==> src/rtl/router_pkg.sv <==
// Shared constants and the check-accumulate function for the router register stage.
package router_pkg;
   localparam int CHK_XOR = 0;
   localparam int CHK_SUM = 1;
   localparam int DEF_DW  = 8;
   localparam int MAX_DW  = 64;

   // Works at MAX_DW; callers truncate to their DW, which yields sum mod 2^DW.
   function automatic logic [MAX_DW-1:0] chk_f(input logic [MAX_DW-1:0] acc,
                                               input logic [MAX_DW-1:0] x,
                                               input int                mode);
      if (mode == CHK_SUM) return acc + x;
      return acc ^ x;
   endfunction
endpackage

==> src/rtl/router_reg_gen_if.sv <==
// FSM strobes, input byte stream and FIFO write bus of the router register stage.
interface router_reg_gen_if import router_pkg::*; #(
   parameter int DW         = DEF_DW,
   parameter int HOLD_DEPTH = 2
);
   localparam int CW = $clog2(HOLD_DEPTH + 1);

   logic          pkt_valid;
   logic [DW-1:0] din;
   logic          fifo_full;
   logic          detect_addr;
   logic          lfd_state;
   logic          ld_state;
   logic          laf_state;
   logic          full_state;
   logic          rst_int_reg;
   logic [DW-1:0] dout;
   logic          dout_valid;
   logic          err;
   logic          parity_done;
   logic          low_pkt_valid;
   logic [CW-1:0] hold_count;
   logic          hold_ovf;

   modport master (
      output pkt_valid, din, fifo_full, detect_addr, lfd_state, ld_state,
             laf_state, full_state, rst_int_reg,
      input  dout, dout_valid, err, parity_done, low_pkt_valid, hold_count, hold_ovf
   );

   modport slave (
      input  pkt_valid, din, fifo_full, detect_addr, lfd_state, ld_state,
             laf_state, full_state, rst_int_reg,
      output dout, dout_valid, err, parity_done, low_pkt_valid, hold_count, hold_ovf
   );
endinterface

==> src/rtl/router_hold_fifo.sv <==
// Small synchronous FIFO holding bytes (plus last tag) that arrive while the port FIFO is full.
// A push into a full buffer is dropped unless a pop happens in the same cycle.
module router_hold_fifo import router_pkg::*; #(
   parameter int  W     = DEF_DW + 1,
   parameter int  DEPTH = 2,
   localparam int CW    = $clog2(DEPTH + 1),
   localparam int PW    = (DEPTH > 1) ? $clog2(DEPTH) : 1
) (
   input  logic          clk,
   input  logic          rst,
   input  logic          clr,
   input  logic          push,
   input  logic          pop,
   input  logic [W-1:0]  wdata,
   output logic [W-1:0]  head,
   output logic [CW-1:0] count,
   output logic          full,
   output logic          empty
);
   logic [W-1:0]  mem [DEPTH];
   logic [PW-1:0] wr_ptr;
   logic [PW-1:0] rd_ptr;
   logic          do_push;
   logic          do_pop;

   function automatic logic [PW-1:0] nxt(input logic [PW-1:0] p);
      return (p == PW'(DEPTH - 1)) ? '0 : p + 1'b1;
   endfunction

   assign full    = (count == CW'(DEPTH));
   assign empty   = (count == '0);
   assign do_pop  = pop && !empty;
   assign do_push = push && (!full || do_pop);
   assign head    = mem[rd_ptr];

   always_ff @(posedge clk) begin
      if (!rst || clr) begin
         wr_ptr <= '0;
         rd_ptr <= '0;
         count  <= '0;
         for (int i = 0; i < DEPTH; i++) mem[i] <= '0;
      end else begin
         if (do_push) begin
            mem[wr_ptr] <= wdata;
            wr_ptr      <= nxt(wr_ptr);
         end
         if (do_pop) rd_ptr <= nxt(rd_ptr);
         if (do_push && !do_pop)      count <= count + 1'b1;
         else if (do_pop && !do_push) count <= count - 1'b1;
      end
   end
endmodule

==> src/rtl/router_reg_gen.sv <==
// Router input register stage: header capture, 1-cycle FIFO write path, packet check.
// While fifo_full is high bytes park in the hold buffer and drain in order once it drops.
module router_reg_gen import router_pkg::*; #(
   parameter int DW         = DEF_DW,
   parameter int HOLD_DEPTH = 2,
   parameter int CHK_MODE   = CHK_XOR
) (
   input logic             clk,
   input logic             rst,
   router_reg_gen_if.slave bus
);
   localparam int CW = $clog2(HOLD_DEPTH + 1);

   logic [DW-1:0] header;
   logic [DW-1:0] acc;
   logic [DW-1:0] ex_chk;
   logic [DW-1:0] dout_q;
   logic          dout_valid_q;
   logic          err_q;
   logic          parity_done_q;
   logic          low_pkt_valid_q;
   logic          hold_ovf_q;
   logic          chk_cap;
   logic          last_q;
   logic          is_chk;
   logic          wr;
   logic          wr_last;
   logic [DW-1:0] wr_dat;
   logic          push;
   logic          pop;
   logic [DW:0]   hold_head;
   logic [CW-1:0] hold_count;
   logic          hold_full;
   logic          hold_empty;

   // Only the first !pkt_valid byte in ld_state is the check byte.
   assign is_chk = bus.ld_state && !bus.pkt_valid && !chk_cap;

   router_hold_fifo #(.W(DW + 1), .DEPTH(HOLD_DEPTH)) u_hold (
      .clk   (clk),
      .rst   (rst),
      .clr   (bus.detect_addr),
      .push  (push),
      .pop   (pop),
      .wdata ({is_chk, bus.din}),
      .head  (hold_head),
      .count (hold_count),
      .full  (hold_full),
      .empty (hold_empty)
   );

   always_comb begin
      wr      = 1'b0;
      wr_last = 1'b0;
      wr_dat  = '0;
      push    = 1'b0;
      pop     = 1'b0;
      if (bus.lfd_state) begin
         wr     = 1'b1;
         wr_dat = header;
      end else if (bus.ld_state) begin
         push = bus.fifo_full || !hold_empty;
         if (!bus.fifo_full) begin
            wr = 1'b1;
            if (hold_empty) begin
               {wr_last, wr_dat} = {is_chk, bus.din};
            end else begin
               pop               = 1'b1;
               {wr_last, wr_dat} = hold_head;
            end
         end
      end else if (bus.laf_state && !bus.fifo_full && !hold_empty) begin
         wr                = 1'b1;
         pop               = 1'b1;
         {wr_last, wr_dat} = hold_head;
      end
   end

   always_ff @(posedge clk) begin
      if (!rst) begin
         header          <= '0;
         acc             <= '0;
         ex_chk          <= '0;
         dout_q          <= '0;
         dout_valid_q    <= 1'b0;
         err_q           <= 1'b0;
         parity_done_q   <= 1'b0;
         low_pkt_valid_q <= 1'b0;
         hold_ovf_q      <= 1'b0;
         chk_cap         <= 1'b0;
         last_q          <= 1'b0;
      end else begin
         if (bus.detect_addr && bus.pkt_valid) header <= bus.din;
         dout_valid_q <= wr;
         if (wr) dout_q <= wr_dat;
         if (bus.ld_state && !bus.pkt_valid) low_pkt_valid_q <= 1'b1;
         else if (bus.rst_int_reg)           low_pkt_valid_q <= 1'b0;
         if (bus.detect_addr) begin
            acc           <= '0;
            ex_chk        <= '0;
            parity_done_q <= 1'b0;
            err_q         <= 1'b0;
            hold_ovf_q    <= 1'b0;
            chk_cap       <= 1'b0;
            last_q        <= 1'b0;
         end else begin
            last_q <= wr && wr_last;
            if (bus.lfd_state && bus.pkt_valid)
               acc <= DW'(chk_f(MAX_DW'(acc), MAX_DW'(header), CHK_MODE));
            else if (bus.ld_state && bus.pkt_valid && !bus.full_state)
               acc <= DW'(chk_f(MAX_DW'(acc), MAX_DW'(bus.din), CHK_MODE));
            if (is_chk) begin
               ex_chk  <= bus.din;
               chk_cap <= 1'b1;
            end
            if (push && hold_full && !pop) hold_ovf_q <= 1'b1;
            // ex_chk is settled by now: the last byte left one cycle ago.
            if (last_q) begin
               parity_done_q <= 1'b1;
               err_q         <= (acc != ex_chk);
            end
         end
      end
   end

   assign bus.dout          = dout_q;
   assign bus.dout_valid    = dout_valid_q;
   assign bus.err           = err_q;
   assign bus.parity_done   = parity_done_q;
   assign bus.low_pkt_valid = low_pkt_valid_q;
   assign bus.hold_count    = hold_count;
   assign bus.hold_ovf      = hold_ovf_q;
endmodule

==> src/flat_wrapper.sv <==
// flat-port wrapper written by rule: the top's interface ports become plain ports
module router_reg_gen_flat import router_pkg::*;
#(
   parameter int DW         = DEF_DW,
   parameter int HOLD_DEPTH = 2,
   parameter int CHK_MODE   = CHK_XOR
)
  (clk, rst, bus_pkt_valid, bus_din, bus_fifo_full, bus_detect_addr, bus_lfd_state, bus_ld_state, bus_laf_state, bus_full_state, bus_rst_int_reg, bus_dout, bus_dout_valid, bus_err, bus_parity_done, bus_low_pkt_valid, bus_hold_count, bus_hold_ovf);
  router_reg_gen_if #(.DW(DW), .HOLD_DEPTH(HOLD_DEPTH)) bus_i ();
  input logic clk;
  input logic rst;
  input wire logic [$bits(bus_i.pkt_valid)-1:0] bus_pkt_valid;
  input wire logic [$bits(bus_i.din)-1:0] bus_din;
  input wire logic [$bits(bus_i.fifo_full)-1:0] bus_fifo_full;
  input wire logic [$bits(bus_i.detect_addr)-1:0] bus_detect_addr;
  input wire logic [$bits(bus_i.lfd_state)-1:0] bus_lfd_state;
  input wire logic [$bits(bus_i.ld_state)-1:0] bus_ld_state;
  input wire logic [$bits(bus_i.laf_state)-1:0] bus_laf_state;
  input wire logic [$bits(bus_i.full_state)-1:0] bus_full_state;
  input wire logic [$bits(bus_i.rst_int_reg)-1:0] bus_rst_int_reg;
  output wire logic [$bits(bus_i.dout)-1:0] bus_dout;
  output wire logic [$bits(bus_i.dout_valid)-1:0] bus_dout_valid;
  output wire logic [$bits(bus_i.err)-1:0] bus_err;
  output wire logic [$bits(bus_i.parity_done)-1:0] bus_parity_done;
  output wire logic [$bits(bus_i.low_pkt_valid)-1:0] bus_low_pkt_valid;
  output wire logic [$bits(bus_i.hold_count)-1:0] bus_hold_count;
  output wire logic [$bits(bus_i.hold_ovf)-1:0] bus_hold_ovf;
  assign bus_i.pkt_valid = bus_pkt_valid;
  assign bus_i.din = bus_din;
  assign bus_i.fifo_full = bus_fifo_full;
  assign bus_i.detect_addr = bus_detect_addr;
  assign bus_i.lfd_state = bus_lfd_state;
  assign bus_i.ld_state = bus_ld_state;
  assign bus_i.laf_state = bus_laf_state;
  assign bus_i.full_state = bus_full_state;
  assign bus_i.rst_int_reg = bus_rst_int_reg;
  assign bus_dout = bus_i.dout;
  assign bus_dout_valid = bus_i.dout_valid;
  assign bus_err = bus_i.err;
  assign bus_parity_done = bus_i.parity_done;
  assign bus_low_pkt_valid = bus_i.low_pkt_valid;
  assign bus_hold_count = bus_i.hold_count;
  assign bus_hold_ovf = bus_i.hold_ovf;
  router_reg_gen #(.DW(DW), .HOLD_DEPTH(HOLD_DEPTH), .CHK_MODE(CHK_MODE)) u_core (.clk(clk), .rst(rst), .bus(bus_i));
endmodule
==> config.mk <==
export PLATFORM = sky130hd
export DESIGN_NAME = router_reg_gen_flat
export DESIGN_NICKNAME = d
export VERILOG_FILES = /design/src/rtl/router_pkg.sv /design/src/rtl/router_reg_gen_if.sv /design/src/rtl/router_hold_fifo.sv /design/src/rtl/router_reg_gen.sv /design/src/flat_wrapper.sv
export SDC_FILE = /design/constraint.sdc
export NUM_CORES = 1
export LEC_CHECK = 0
export ABC_AREA = 1
export CORE_MARGIN = 3
export CORE_UTILIZATION = 35
export CTS_BUF_LIST = sky130_fd_sc_hd__clkbuf_8
export DETAILED_ROUTE_END_ITERATION = 10
export MAX_ROUTING_LAYER = met4
export PLACE_DENSITY = 0.62
export SLEW_MARGIN = 0
export SYNTH_ARGS = -nofsm -noshare
export SYNTH_HDL_FRONTEND = slang
export SYNTH_SLANG_ARGS = --single-unit
==> constraint.sdc <==
create_clock -name clk -period 2.1 [get_ports clk]
set_input_delay 0.315 -clock clk [delete_from_list [all_inputs] [get_ports clk]]
set_output_delay 0.315 -clock clk [all_outputs]
set_load 0.05 [all_outputs]
==> run_results.csv, run 1 <==
group,metric,value,unit
outcome,run_status,"finished clean",
global_routing,grt_pass1_vias,2462,
timing,fmaxAchievable,507,MHz
die,die_width,98.7,um
hold_path,hp-start,"u_core.bus.hold_ovf",
die,floorplan.io_pins,33,
clocking,clk_pin_slew_worst_setup_hold_paths,0.06,ns
critical_path,setup.reg_to_reg.worst_slack,0.35,ns
global_routing,grt_pass1_wl,11900,um
critical_path,worst-path-max-fanout,7,
timing,drv_slew,0,
critical_path,cpLargestDelayFamily,"buffers and inverters",
placement,place_congestion,0.822,
pwr,pwr-share-seq,43.2,%
die,die_h,98.7,um
logic_synthesis,postSynthAreaPerCell,7.77,um^2
routing,dr_total_vias,2545,
hold_path,worstHoldPathCells,2,
routing,via_per_inst,4.69,
clocking,clock_tree.buffer_depth,2,
hold_path,worst_hold_path_type,"flop to flop",
pwr,power_per_standard_cell_area,804,nW/um^2
die,rows,33,
timing,finalSetupViolations,0,
critical_path,worstPathBufferInverterCount,1,
finish,n_antenna_cell,0,
routing,drt-wirelength-per-cell,13.3,um
critical_path,cp_cell_sequence,"clkdlybuf4s50_1",
logic_synthesis,synth.ff_latch_count,62,
finish,final_nets,452,
timing,fin_worst_skew,0.0115,ns
global_routing,remaining_global_route_overflow,0,
global_routing,grtUsageMet1,20.9,%
logic_synthesis,post_synth_num_cell_types,26,
timing,fin_hold_ws,0.452,ns
die,floorplan.initialDensity,36.4,%
finish,layout_common_cells,"nand2_1, nor2_1, dfxtp_1, a21oi_1, inv_1",
timing,fin_crit,1.97,ns
global_routing,grt_antenna_before_repair,0,
clocking,postCtsHoldBufs,0,
timing,timing.final.ws_setup,0.127,ns
logic_synthesis,post_synth_instance_area,3010,um^2
timing,timing.final.crit_share,94.0,%
pwr,power.combinational.fraction,12.5,%
run,maxCapViolations,0,
global_routing,grt_usage,16.2,%
finish,area_delta_synth_final,25.6,%
critical_path,reg2reg_from,"u_core.u_hold.count[1]",
clocking,count_of_clock_tree_sinks,62,
critical_path,worstReg2RegEnd,"u_core.u_hold.count[1]",
global_routing,largest_net_degree_at_the_start_of_global_routing,19,
critical_path,cp.arrival,1.66,ns
die,floorplan.core_area,8260,um^2
pwr,peakVddDrop,0.346,mV
placement,place.port_buffers,32,
routing,drt_wl_total,7210,um
pwr,fraction_of_power_spent_switching_nets,24.2,%
finish,layout-drive-gt1-share,14.8,%
routing,antenna_left,0,
pwr,cellInternalPower,0.00230,W
pwr,cellLeakagePower,1.56,nW
pwr,switchingPower,0.000734,W
critical_path,setup.worst_path.end_class,"primary output",
placement,dp_hpwl,5320,um
clocking,tritoncts,"yes",
placement,numPlacedInstances,527,
placement,dpl_worst_slack,-0.0309,ns
clocking,numCtsBuffers,9,
timing,worst-slew-pin-transition,0.629,ns
critical_path,slowest_stage,"clkdlybuf4s50_1",
logic_synthesis,synth_warnings,0,
logic_synthesis,postSynthNetCount,406,
routing,drt_first_iter_violations,134,
critical_path,start_kind,"flop",
hold_path,hold-path-endpoint,"u_core.bus.hold_ovf",
timing,grt_setup_unrepaired,"false",
critical_path,worst_ep_required_time,1.78,ns
global_routing,met2_capacity_usage_during_global_routing,23.9,%
routing,detail_route.drc_violations,0,
critical_path,r2r_cell_count,11,
timing,worst_slew_margin_rel,58.1,%
logic_synthesis,synth-seq-area-share,47.3,%
global_routing,globalRoute.busiestLayer,"met2",
routing,drt-pass1-iter-count,4,
global_routing,met3_usage,4.03,%
logic_synthesis,post_synth_inst_count,387,
clocking,cts_setup_buffers,0,
critical_path,largest_stage_delay_on_the_critical_path,0.86,ns
clocking,h-tree-depth,3,
clocking,cts_root_buf,"clkbuf_8",
critical_path,criticalPathCategory,"flop to primary output",
finish,mostFrequentLayoutCell,"nand2_1",
pwr,clock_power_share,44.3,%
clocking,insertion_delay,0.34,ns
finish,instances_no_fill,543,
timing,timing.final.hold_violations,0,
clocking,cts_repair_resize_count,0,
die,area_of_the_die,9730,um^2
[metrics by stage]
stage | TNS, ns | total power [W] | area (um^2) | util, %
finish | 0 | 0.00303 | 3770 | 45.7
global route | 0 | 0.00315 | 3770 | 45.7
CTS | 0 | 0.00306 | 3770 | 45.7
detailed placement | -0.0309 | 0.00172 | 3520 | 42.6
global placement | 0 | 0.00171 | 3520 | 42.6
floorplan | 0 | 0.00157 | 3010 | -
[registers in the layout (all words and copies together) (netlist names), 2 cells and up, named ones only]
register             flops
u_core.bus.dout          8
u_core.u_hold.count      2
u_core.acc               8
u_core.header            8
u_core.u_hold.mem       18
u_core.ex_chk            8
[synthesized netlist by cell type]
cell type | number | area (um^2)
xor2_1 | 1 | 8.76
ha_1 | 1 | 12.5
nand2_1 | 84 | 315
nor2_8 | 1 | 20.0
nand4_4 | 2 | 42.5
o21ai_2 | 1 | 8.76
xnor2_1 | 2 | 17.5
o21ai_1 | 1 | 5.00
nand2_4 | 2 | 22.5
edfxtp_1 | 18 | 541
inv_2 | 7 | 26.3
dfxtp_1 | 44 | 881
nand2_2 | 6 | 37.5
buf_2 | 8 | 40.0
nand3_1 | 15 | 75.1
o21a_1 | 1 | 7.51
nor2_4 | 11 | 124
clkbuf_1 | 1 | 3.75
o21ai_0 | 37 | 185
a21oi_1 | 41 | 205
buf_4 | 2 | 15.0
a22oi_1 | 1 | 7.51
nor2_1 | 55 | 206
inv_1 | 39 | 146
nor2_2 | 5 | 31.3
buf_12 | 1 | 20.0
[final cells by class]
class	count	area [um^2]
Fill cell	847	4480
Sequential cell	62	1420
Multi-Input combinational cell	267	1330
Timing Repair Buffer	47	458
Inverter	46	173
Clock buffer	12	165
Tap cell	105	131
Clock inverter	4	93.8
[how the worst max path moves through the flow]
stage,from,end,slack (ns),depth (start not counted)
3_3_place_gp,bus_ld_state,u_core.u_hold.count[1],0.005,12
2_1_floorplan,u_core.u_hold.count[1],u_core.u_hold.count[1],0.14,10
4_1_cts,u_core.u_hold.count[0],bus_hold_count[0],0.1,1
5_1_grt,u_core.u_hold.count[0],bus_hold_count[0],0.06,1
3_5_place_dp,bus_ld_state,u_core.u_hold.count[1],-0.03,12
6_report,u_core.u_hold.count[0],bus_hold_count[0],0.13,1
[kinds of logic (layout without fill, tap and decap cells)]
kind of cell	Yosys count	after routing	share of synthesized area (%)
simple gates	181	181	29.1
flops	62	62	47.3
compound gates	82	82	13.9
fa+ha+maj	1	1	0.416
xor+xnor	3	3	0.874
buf+inv	58	109	8.37
[power by group through the flow]
stage	clock network (W)	logic, W	registers [W]
3_3_place_gp	0	0.000374	0.00134
3_5_place_dp	0	0.000378	0.00134
5_1_grt	0.00142	0.000418	0.00132
4_1_cts	0.00137	0.000380	0.00131
2_1_floorplan	0	0.000198	0.00138
6_report	0.00134	0.000378	0.00131
[per-layer routing]
layer / part of all wire (%) / vias to the layer above / routed length [um]
met4: 2.4 / 0 / 172
met3: 4.8 / 14 / 346
met1: 48 / 1130 / 3420
met2: 45 / 65 / 3260
met5: 0 / - / 0
li1: - / 1336 / -
No activity file was read; power rests on OpenSTA's default activity.
==> run 2, diff against run 1 <==
--- a/config.mk
+++ b/config.mk
@@ -6,7 +6,6 @@
 export NUM_CORES = 1
 export LEC_CHECK = 0
 export ABC_AREA = 1
-export CORE_MARGIN = 3
 export CORE_UTILIZATION = 35
 export CTS_BUF_LIST = sky130_fd_sc_hd__clkbuf_8
 export DETAILED_ROUTE_END_ITERATION = 10
==> run 2 against run 1 <==
First-iteration DRC count decreased by 3.0%. Sequential cell count unchanged. Maximum frequency decreased by 0.12%. Design area decreased by 1.7%. Die area decreased by 7.9%. Combinational power about the same. Sequential share of layout area increased by 0.65 points. Core utilization decreased by 0.77 points. Clock-buffer cell count decreased by 2. Via count decreased by 0.75%.
==> run_results.csv, run 2 (synthesis gave the netlist of run 1 again) <==
group,metric,value,unit
global_routing,grt_pass1_wl,11500,um
clocking,cts_repair_resize_count,0,
timing,grt_setup_unrepaired,"false",
timing,finalSetupViolations,0,
die,die_h,94.7,um
clocking,tritoncts,"yes",
critical_path,cp.arrival,1.66,ns
global_routing,largest_net_degree_at_the_start_of_global_routing,19,
clocking,count_of_clock_tree_sinks,62,
critical_path,setup.worst_path.end_class,"primary output",
global_routing,grt_pass1_vias,2390,
finish,mostFrequentLayoutCell,"nand2_1",
pwr,peakVddDrop,0.380,mV
timing,timing.final.crit_share,94.1,%
routing,drt_first_iter_violations,130,
pwr,fin_total_pwr,0.00283,W
routing,antenna_left,0,
finish,fin_area,3710,um^2
placement,placedInstanceArea,3500,um^2
critical_path,largest_stage_delay_on_the_critical_path,0.85,ns
critical_path,cpLargestDelayFamily,"buffers and inverters",
global_routing,remaining_global_route_overflow,0,
clocking,postCtsHoldBufs,0,
finish,layout_common_cells,"nand2_1, nor2_1, dfxtp_1, inv_1, a21oi_1",
finish,max_flop_register,"u_core.u_hold.mem",
routing,dr_total_vias,2526,
finish,final_nets,451,
pwr,cellLeakagePower,1.54,nW
critical_path,slowest_stage,"clkdlybuf4s50_1",
placement,place.port_buffers,32,
die,rows,33,
critical_path,worstReg2RegEnd,"u_core.u_hold.count[1]",
timing,fin_worst_skew,0.00802,ns
finish,n_antenna_cell,0,
routing,drt-pass1-iter-count,4,
pwr,power_per_standard_cell_area,762,nW/um^2
routing,drt-wirelength-per-cell,12.9,um
finish,area_delta_synth_final,23.5,%
critical_path,instance_count_on_the_critical_path,1,
placement,dp_hpwl,5110,um
timing,fmaxAchievable,506,MHz
critical_path,worst_ep_required_time,1.78,ns
clocking,numCtsBuffers,9,
finish,layout-drive-gt1-share,14.4,%
clocking,clk_pin_slew_worst_setup_hold_paths,0.07,ns
clocking,cts_setup_buffers,0,
critical_path,start_kind,"flop",
timing,worst-slew-pin-transition,0.654,ns
placement,place_congestion,0.850,
die,floorplan.core_area,8260,um^2
die,floorplan.io_pins,33,
timing,worst_slew_margin_rel,56.4,%
critical_path,cp_cell_sequence,"clkdlybuf4s50_1",
clocking,insertion_delay,0.34,ns
hold_path,hold-path-endpoint,"u_core.bus.hold_ovf",
hold_path,worstHoldPathCells,2,
timing,fin_crit,1.98,ns
routing,via_per_inst,4.66,
routing,detail_route.drc_violations,0,
die,floorplan.initialDensity,36.4,%
clocking,cts_root_buf,"clkbuf_8",
timing,timing.final.hold_violations,0,
finish,largest_register_ffs,18,
critical_path,reg2reg_from,"u_core.u_hold.count[1]",
clocking,h-tree-depth,3,
outcome,run_status,"finished clean",
global_routing,grt_usage,18.0,%
critical_path,criticalPathCategory,"flop to primary output",
critical_path,r2r_cell_count,11,
routing,drt_wl_total,7010,um
critical_path,worst-path-max-fanout,7,
hold_path,worst_hold_path_type,"flop to flop",
hold_path,hp-start,"u_core.bus.hold_ovf",
global_routing,grt_antenna_before_repair,0,
clocking,clock_tree.buffer_depth,2,
die,area_of_the_die,8960,um^2
timing,drv_slew,0,
critical_path,worstPathBufferInverterCount,1,
run,maxCapViolations,0,
die,die_width,94.7,um
critical_path,setup.reg_to_reg.worst_slack,0.36,ns
run 2: cell count changes in the layout (fill, tap and decap cells not counted), sizes merged:
cell,previous run,this run
clkinv,0,2
inv,47,48
buf,15,14
bufinv,3,2
clkbuf,12,10
run 2: power breakdown:
part	leakage, nW	switching (W)	internal (W)	total [W]
sequential	0.560	0.0000299	0.00128	0.00131
combinational	0.857	0.000242	0.000134	0.000376
clock	0.119	0.000454	0.000688	0.00114
total	1.54	0.000726	0.00210	0.00283
run 2: area by class of cell:
type	count	area, um^2
Clock inverter	6	77.6
Tap cell	105	131
Timing Repair Buffer	46	438
Clock buffer	10	138
Sequential cell	62	1420
Inverter	46	173
Fill cell	821	4550
Multi-Input combinational cell	267	1330
run 2: worst max path at each step:
stage,from,endpoint,slack (ns)
finish,u_core.u_hold.count[0],bus_hold_count[0],0.12
global route,u_core.u_hold.count[0],bus_hold_count[0],0.07
CTS,u_core.u_hold.count[0],bus_hold_count[0],0.1
detailed placement,bus_ld_state,u_core.u_hold.count[1],-0.04
global placement,bus_ld_state,u_core.u_hold.count[1],0.03
floorplan,u_core.u_hold.count[1],u_core.u_hold.count[1],0.14
run 2: metrics by stage:
stage          setup WS (ns)  instances  utilization, %  hold WS (ns)  setup TNS (ns)
2_1_floorplan          0.138        387               -         0.455               0
3_3_place_gp          0.0299        526            42.3         0.438               0
3_5_place_dp         -0.0409        526            42.3         0.443         -0.0409
4_1_cts               0.0981        542            44.9         0.453               0
5_1_grt               0.0688        542            44.9         0.474               0
6_report               0.124        542            44.9         0.453               0
run 2: routing by layer:
layer  routed length (um)  global-route usage (%)  vias to the layer above  share of wire, %
li1                     -                       -                     1325                 -
met1                 3280                    21.6                     1141                47
met2                 3280                    28.6                       51                47
met3                  361                    5.64                        9               5.1
met4                   89                    5.81                        0               1.3
met5                    0                       -                        -                 0
==> run 3, diff against run 2 <==
--- a/config.mk
+++ b/config.mk
@@ -6,12 +6,13 @@
 export NUM_CORES = 1
 export LEC_CHECK = 0
 export ABC_AREA = 1
+export ABC_CLOCK_PERIOD_IN_PS = 2100
 export CORE_UTILIZATION = 35
 export CTS_BUF_LIST = sky130_fd_sc_hd__clkbuf_8
 export DETAILED_ROUTE_END_ITERATION = 10
 export MAX_ROUTING_LAYER = met4
 export PLACE_DENSITY = 0.62
-export SLEW_MARGIN = 0
+export SLEW_MARGIN = 20
 export SYNTH_ARGS = -nofsm -noshare
 export SYNTH_HDL_FRONTEND = slang
 export SYNTH_SLANG_ARGS = --single-unit
==> results of run 3 <==
No change in the layout: final DEF, timing and power equal those of run 2.
